<file path="config.mk">
export PLATFORM = sky130hd
export DESIGN_NAME = register_file_sb
export DESIGN_NICKNAME = d
export VERILOG_FILES = /design/src/rtl/rf_pkg.sv /design/src/rtl/rf_scoreboard.sv /design/src/rtl/register_file_sb.sv
export SDC_FILE = /design/constraint.sdc
export NUM_CORES = 2
export LEC_CHECK = 0
export BUFFER_PORTS_ARGS = -buffer_cell sky130_fd_sc_hd__buf_2
export CELL_PAD_IN_SITES_DETAIL_PLACEMENT = 0
export CELL_PAD_IN_SITES_GLOBAL_PLACEMENT = 2
export CORE_MARGIN = 2
export CORE_UTILIZATION = 51
export CTS_CLUSTER_SIZE = 14
export DETAILED_ROUTE_END_ITERATION = 12
export HOLD_SLACK_MARGIN = 0.1
export PLACE_DENSITY_LB_ADDON = 0.1
export SYNTH_ARGS = -nofsm -noshare
export SYNTH_HDL_FRONTEND = slang
export SYNTH_SLANG_ARGS = --single-unit
</file>
<file path="constraint.sdc">
create_clock -name clk -period 6 [get_ports clk]
set_clock_uncertainty 0.15 [all_clocks]
set_input_delay 1.2 -clock clk [delete_from_list [all_inputs] [get_ports clk]]
set_output_delay 1.2 -clock clk [all_outputs]
set_load 0.005 [all_outputs]
</file>
<file path="src/rtl/rf_pkg.sv">
// Shared constants for the integer register file and its users in the core.
//   REG_ZERO       : hard-wired zero register index
//   REG_SP         : stack-pointer register index
//   SP_RESET_VAL   : value loaded into the stack pointer on reset
//   DEFAULT_*      : width defaults used across the core
package rf_pkg;

  localparam int unsigned DEFAULT_ADDR_W = 5;
  localparam int unsigned DEFAULT_DATA_W = 32;

  localparam int unsigned REG_ZERO = 0;
  localparam int unsigned REG_SP   = 2;

  localparam logic [31:0] SP_RESET_VAL = 32'h7fffefe4;

endpackage : rf_pkg

</file>
<file path="src/rtl/rf_scoreboard.sv">
// Pending-write (busy) tracker for the register file.
//   clk, rst              : clock, synchronous active-high reset
//   rd_addr / rd_busy     : per read port, busy unless resolved by this cycle's write
//   we, wa                : writeback enable / address (clears busy)
//   issue_valid, issue_rd : destination reservation request (sets busy)
//   issue_ready           : reservation accepted this cycle (combinational)
//   flush                 : clear every busy bit, drop concurrent issue
//   busy_cnt              : registered count of busy registers
module rf_scoreboard
  import rf_pkg::*;
#(
  parameter int unsigned ADDR_W = DEFAULT_ADDR_W,
  parameter int unsigned NUM_RD = 2
) (
  input  logic                     clk,
  input  logic                     rst,
  input  logic [NUM_RD*ADDR_W-1:0] rd_addr,
  output logic [NUM_RD-1:0]        rd_busy,
  input  logic                     we,
  input  logic [ADDR_W-1:0]        wa,
  input  logic                     issue_valid,
  input  logic [ADDR_W-1:0]        issue_rd,
  output logic                     issue_ready,
  input  logic                     flush,
  output logic [ADDR_W:0]          busy_cnt
);

  localparam int unsigned DEPTH = 1 << ADDR_W;
  localparam int unsigned CNT_W = ADDR_W + 1;

  logic [DEPTH-1:0] busy;
  logic [DEPTH-1:0] busy_nxt;
  logic [CNT_W-1:0] cnt_nxt;
  logic             clr_en;
  logic             set_en;

  // A write in flight resolves the hazard it targets, so it unblocks readers and WAW issue.
  always_comb begin
    rd_busy = '0;
    for (int unsigned k = 0; k < NUM_RD; k++) begin
      rd_busy[k] = busy[rd_addr[k*ADDR_W +: ADDR_W]] &&
                   !(we && (wa == rd_addr[k*ADDR_W +: ADDR_W]));
    end
  end

  assign issue_ready = !busy[issue_rd] || (we && (wa == issue_rd)) ||
                       (issue_rd == ADDR_W'(REG_ZERO));

  assign clr_en = we && (wa != ADDR_W'(REG_ZERO));
  assign set_en = issue_valid && issue_ready && (issue_rd != ADDR_W'(REG_ZERO));

  // Clear before set so a same-register write+issue leaves the bit set.
  // Counter tracks popcount: only a clear of a set bit decrements, and an
  // accepted issue always lands on a bit that is clear after the write.
  always_comb begin
    busy_nxt = busy;
    cnt_nxt  = busy_cnt;
    if (flush) begin
      busy_nxt = '0;
      cnt_nxt  = '0;
    end else begin
      if (clr_en) busy_nxt[wa] = 1'b0;
      if (set_en) busy_nxt[issue_rd] = 1'b1;
      cnt_nxt = busy_cnt + CNT_W'(set_en) - CNT_W'(clr_en && busy[wa]);
    end
  end

  always_ff @(posedge clk) begin
    if (rst) begin
      busy     <= '0;
      busy_cnt <= '0;
    end else begin
      busy     <= busy_nxt;
      busy_cnt <= cnt_nxt;
    end
  end

endmodule : rf_scoreboard

</file>
<file path="src/rtl/register_file_sb.sv">
// Scoreboarded register file: NUM_RD async read ports, one sync write port,
// optional write-to-read bypass, busy tracking, flush and a debug read port.
//   clk, rst              : clock, synchronous active-high reset
//   rd_addr/rd_data       : packed read ports, port k at [k*W +: W]
//   rd_busy               : per-port pending-write indication
//   we, wa, wd            : writeback port
//   issue_valid/issue_rd  : destination reservation; issue_ready accepts it
//   flush                 : clear all busy bits (data untouched)
//   busy_cnt              : number of busy registers
//   dbg_addr/dbg_data     : raw debug read, never bypassed
module register_file_sb
  import rf_pkg::*;
#(
  parameter int unsigned       DATA_W    = DEFAULT_DATA_W,
  parameter int unsigned       ADDR_W    = DEFAULT_ADDR_W,
  parameter int unsigned       NUM_RD    = 2,
  parameter int unsigned       SP_IDX    = REG_SP,
  parameter logic [DATA_W-1:0] SP_RESET  = DATA_W'(SP_RESET_VAL),
  parameter bit                BYPASS_EN = 1'b1
) (
  input  logic                     clk,
  input  logic                     rst,
  input  logic [NUM_RD*ADDR_W-1:0] rd_addr,
  output logic [NUM_RD*DATA_W-1:0] rd_data,
  output logic [NUM_RD-1:0]        rd_busy,
  input  logic                     we,
  input  logic [ADDR_W-1:0]        wa,
  input  logic [DATA_W-1:0]        wd,
  input  logic                     issue_valid,
  input  logic [ADDR_W-1:0]        issue_rd,
  output logic                     issue_ready,
  input  logic                     flush,
  output logic [ADDR_W:0]          busy_cnt,
  input  logic [ADDR_W-1:0]        dbg_addr,
  output logic [DATA_W-1:0]        dbg_data
);

  localparam int unsigned DEPTH = 1 << ADDR_W;

  logic [DATA_W-1:0] regs [DEPTH];

  // Storage; x0 is never written so it holds its reset value of zero.
  always_ff @(posedge clk) begin
    if (rst) begin
      for (int unsigned i = 0; i < DEPTH; i++) begin
        regs[ADDR_W'(i)] <= (i == SP_IDX) ? SP_RESET : '0;
      end
    end else if (we && (wa != ADDR_W'(REG_ZERO))) begin
      regs[wa] <= wd;
    end
  end

  // Read muxes with same-cycle forwarding of the writeback value.
  always_comb begin
    logic [ADDR_W-1:0] a;
    a       = '0;
    rd_data = '0;
    for (int unsigned k = 0; k < NUM_RD; k++) begin
      a = rd_addr[k*ADDR_W +: ADDR_W];
      if (a == ADDR_W'(REG_ZERO)) begin
        rd_data[k*DATA_W +: DATA_W] = '0;
      end else if (BYPASS_EN && we && (wa == a)) begin
        rd_data[k*DATA_W +: DATA_W] = wd;
      end else begin
        rd_data[k*DATA_W +: DATA_W] = regs[a];
      end
    end
  end

  assign dbg_data = (dbg_addr == ADDR_W'(REG_ZERO)) ? '0 : regs[dbg_addr];

  rf_scoreboard #(
    .ADDR_W (ADDR_W),
    .NUM_RD (NUM_RD)
  ) u_scoreboard (
    .clk         (clk),
    .rst         (rst),
    .rd_addr     (rd_addr),
    .rd_busy     (rd_busy),
    .we          (we),
    .wa          (wa),
    .issue_valid (issue_valid),
    .issue_rd    (issue_rd),
    .issue_ready (issue_ready),
    .flush       (flush),
    .busy_cnt    (busy_cnt)
  );

endmodule : register_file_sb

</file>
* Yosys cells after proc, flatten, opt, wreduce, memory -nomap -nowiden *
Memory sizes are Yosys's and may differ from the RTL's.
Index checks and enable logic that the tools add are counted.

storage, ports and cells
  memories kept = 1
  register bits = 38
  RAM bits = 1024
  input bits = 62
  output and inout bits = 105
  logic and storage cells = 69

memories
  name  depth  width  read ports  clocked after memory_dff  wr ports  line                    RTL
  regs  32     32     3           0                         32        register_file_sb.sv:40  logic [DATA_W-1:0] regs [DEPTH];

cells by class
  reduce and logical (&&, ||, !) cells = 24
  eq/ne operators = 3
  $add $sub $neg = 2
  multiplexer cells = 28
  bitwise operators = 3
  order comparisons = 6

operator list
  kind                number
  $mux 32             9
  $and 32x32->32      1
  $not 32->32         1
  $or 32x32->32       1
  $reduce_or 32->1    1
  $lt 5x6->1 const B  4
  $bmux 1 s5          4
  $logic_not 5->1     4
  $eq 5x5->1          3
  $mux 1              12
  $logic_and 1x1->1   11
  $demux 1 s5         2
  $ge 5x1->1 const B  2
  $reduce_bool 5->1   2
  $add 6x1->6         1
  $sub 6x1->6         1
  $mux 5              1
  $logic_not 1->1     3
  $logic_or 1x1->1    2
  $reduce_or 2->1     1

* Longest topological paths before layout *
  depth after elaboration = 10
  depth in mapped cells = 17
  gate-level depth less buffers = 14

* Modules after synthesis *
From an unflattened synthesis, not the netlist that was laid out.

unflattened totals
  cells, all modules = 4961
  area total of the unflattened synthesis = 66965.5 µm²

by module, submodules not included
  module            cells each  times used  area an instance (µm²)  sequential area each (µm²)
  register_file_sb  4584        1           63583.5                 30749.5
  rf_scoreboard     377         1           3382.0                  760.7

* Worst setup path after synthesis *
OpenSTA, ideal clock, no wires.

  path type = in2reg
  start = in wa[2]
  end = mem regs[16][0] (netlist bit), enable pin
  data required time = 5422 ps
  slack = 1541 ps
  path buffers = 4
  cell stages on the path = 6
  library setup time = 428 ps
  arrival time = 3881 ps
  cell sequence = clkbuf_1 > buf_2 > or3b_2 > clkbuf_1 > clkbuf_1 > o21bai_1

RTL lines
  item         line                    RTL
  from (decl)  register_file_sb.sv:27  input logic [ADDR_W-1:0] wa,
  to (decl)    register_file_sb.sv:40

* Final worst setup path *
  start = in rd_addr[6]
  end = out rd_data[48]

on the way
  longest elaborated chain between the ends = 4
  elaborated cells on any way between the ends = 6
  classes of those cells = eq/ne: 1; mux: 2; reduce/logical: 2; memory: 1

ends and longest elaborated chain
  item                                                   line                    RTL
  from (decl)                                            register_file_sb.sv:23  input logic [NUM_RD*ADDR_W-1:0] rd_addr,
  branches (longest 3 deep; another with $mem_v2 32x32)  -
  $mux 32 *                                              register_file_sb.sv:60  if (a == ADDR_W'(REG_ZERO)) begin
  to (decl)                                              register_file_sb.sv:24  output logic [NUM_RD*DATA_W-1:0] rd_data,

Mark *: on every way between the ends.

==> run_results.csv <==
group,metric,value,unit
clock_network,clk_pin_slew_worst_paths,0.06,ns
worst_setup_path,r2r_cells,14,
clock_network,clockBufferDepth,3,
worst_setup_path,cp-end-kind,"output port",
floorplan,start_util,0.513,
route,firstDrtPassIters,6,
grt,grt_use_met1,0.547,
min_path,whs_path_depth,2,
clock_network,ctsResizeCount,0,
worst_setup_path,cpMaxStageDelayCell,"nand2_2",
clock_network,cts_hold_buf,0,
sta,finalHoldViolCount,0,
route,drtAntennaViolNets,0,
clock_network,clock-sinks,1062,
grt,use_met2,0.622,
power_and_ir_drop,total_power,0.0197,W
grt,grt_max_degree,91,
route,drc_errors,0,
worst_setup_path,arrival,4.09,ns
synth,synth_edf_count,1024,
synth,syn_inst,4478,
clock_network,cts_tree,"done",
sta,rsz0062_at_grt,"no",
synth,yosys_warnings,0,
sta,tightest_slew,1.42,ns
worst_setup_path,cp_max_fo,55,
cells_and_area,final_net_count,4563,
sta,final_max_slew_viol_count,0,
worst_setup_path,crit_chain,"buf_8 > xor2_1 > nor4_1 > nand3_4 > nand2_2 > a211o_1 > o311ai_0 > buf_4 > buf_2",
worst_setup_path,crit_family,"simple AND/OR/NAND/NOR gates",
sta,setup_violations,0,
synth,synth_area_leader_cell,"edfxtp_1",
sta,fin_setup_tns,0,ns
worst_setup_path,critPathKind,"in -> out",
synth,synth-seq-cells,1062,
grt,grt_remaining_overflow,0,
sta,fin_crit,5.44,ns
route,via_per_inst,7.45,
route,wire_per_inst,42.9,um
worst_setup_path,cpPeakStageDelay,0.74,ns
synth,yosys-top-cells-count,"edfxtp_1 (1024), and2_1 (944), mux4_2 (862), clkbuf_1 (358), mux2i_1 (176)",
route,num_vias,47500,
clock_network,clk_latency,0.75,ns
placed_design,dp_slack,0.719,ns
sta,finalWorstSetupSlack,0.561,ns
clock_network,cts_buffers,120,
grt,use_met3,0.104,
synth,synth-seq-area-share,0.475,
synth,synth_flop_cell,"edfxtp_1",
floorplan,die-area,133000,um^2
grt,busiest_layer,"met2",
grt,grt_pass1_vias,45600,
floorplan,die_h,364,um
status,outcome,"finished, final reports clean",
cells_and_area,fillCellCount,10200,
min_path,hold_class,"reg -> reg",
floorplan,die_w,364,um
power_and_ir_drop,p_leak,25.2,nW
floorplan,core_region_area,129000,um^2
sta,slew_headroom,0.0490,
clock_network,cts_post_setup_buffers_inserted,0,
worst_setup_path,crit_cells,9,
power_and_ir_drop,irDropWorstVdd,0.364,mV
route,drt_iter0_drc,8033,
worst_setup_path,cp-start-kind,"input port",
synth,synthArstFlopShare,0,
placed_design,dp_hpwl,158000,um
synth,yosys-top-cells-area,"edfxtp_1 (46%), mux4_2 (29%), and2_1 (8.9%)",
power_and_ir_drop,p_per_area,265,nW/um^2
grt,track_usage,0.415,
worst_setup_path,path_buf_inv,3,
route,routed_wl,274000,um
synth,synth.most_common_cell,"edfxtp_1",
synth,avgSynthCellArea,14.8,um^2
clock_network,h-tree-depth,3,
placed_design,port_buffers,166,
sta,fin_crit_sh,0.907,
worst_setup_path,crit_required,4.65,ns
sta,timing.fmax,184,MHz
placed_design,gp_congestion,0.886,
clock_network,cts_root_buffer,"clkbuf_16",
grt,grt_pass1_wl,374000,um
floorplan,rows,132,
cells_and_area,final_layout_size_suffix_gt1_frac,0.332,
job,max_cap_violations,0,
grt,antenna_found_initial,31,
synth,ys_types,60,
cells_and_area,synthToLayoutAreaGrowth,11.9,%
synth,syn_area,66300,um^2
floorplan,io_pins,167,
synth,synth.top_cell.area_share,0.464,
worst reg2reg max path, stage by stage (launching register included):
cell and delay, ns:
dfxtp_1 0.34, mux4_2 0.51, inv_1 0.09, o22ai_1 0.07, a221oi_1 0.24, a31oi_1 0.26, ha_1 0.36, inv_1 0.04
ha_1 0.21, fa_1 0.44, a21oi_1 0.15, nor2_1 0.05, nor2_1 0.12, xor2_1 0.16, nor2_1 0.06
layer usage:
| layer | vias to the layer above | share of wire |
|---|---|---|
| li1 | 17900 | - |
| met1 | 24600 | 0.35 |
| met2 | 4073 | 0.45 |
| met3 | 946 | 0.13 |
| met4 | 4 | 0.069 |
| met5 | - | 0.00012 |
cells in the final DEF (no fill, tap or decap), drive strengths merged, types with 18 or more instances in the layout:
cell type  netlist  layout
a211oi          36      36
a21oi           78      78
a221oi          25      25
a31oi           18      18
and2           944     944
buf            166     386
clkbuf         358     146
clkinv           1      53
conb             1      32
dfxtp           38      38
diode            0      44
edfxtp        1024    1024
inv             19      24
mux2            18      18
mux2i          176     176
mux4           862     862
nand2           79      79
nand3           21      21
nor2           143     143
nor2b           44      44
nor3            38      38
o211ai          30      30
o21ai           87      87
o21bai          27      27
o22ai           57      57
o31ai           33      33
or3             28      28
layout make-up:
cell class              count  area (um^2)  area share
clock buffers             145         3160      0.0426
well taps                1742         2180      0.0294
flip-flops and latches   1062        31500       0.425
repair buffers            387         3250      0.0438
clock inverters            76          724     0.00977
multi-input cells        2903        33100       0.447
inverters                  20         77.6     0.00105
diodes                     44          110     0.00149
final timing paths:
check / from / endpoint / slack, ns
hold reg to reg: u_scoreboard.busy[25] / u_scoreboard.busy[25] / 0.39
setup reg to reg: u_scoreboard.busy[30] / u_scoreboard.busy_cnt[4] / 2.65
hold / removal: u_scoreboard.busy[25] / u_scoreboard.busy[25] / 0.39
setup / recovery: rd_addr[6] / rd_data[48] / 0.56
cell families (layout without fill, tap and decap cells):
family,after synthesis,in the layout,share of synthesized area
adders and majority gates,7,7,0.00143
buffers and inverters,544,628,0.0358
DFF,1062,1062,0.475
AOI/OAI and AO/OA,438,438,0.0434
and+or+nand+nor,1350,1350,0.119
muxes,1056,1056,0.323
other,1,76,0.0000566
xor gates and xnor gates,20,20,0.00264
registers in the layout, indices dropped and copies added (netlist names):
register / count
regs: 1024
u_scoreboard.busy: 32
u_scoreboard.busy_cnt: 6
stage by stage:
step	instance area, um^2	cells	hold slack [ns]	utilization
3_5_place_dp	70100	6114	0.363	0.542
3_3_place_gp	70100	6114	0.364	0.542
4_1_cts	74000	6335	0.371	0.572
5_1_grt	74000	6337	0.393	0.572
6_report	74100	6379	0.386	0.573
2_1_floorplan	66400	4509	0.326	-
power by group:
part	internal, W	leakage (nW)	total [W]	switching (W)
clock network	0.00431	1.90	0.00751	0.00320
registers	0.00855	10.1	0.00885	0.000301
logic	0.00146	13.2	0.00331	0.00185
total	0.0143	25.2	0.0197	0.00535
Note: power is estimated with default switching activity, not from simulation.
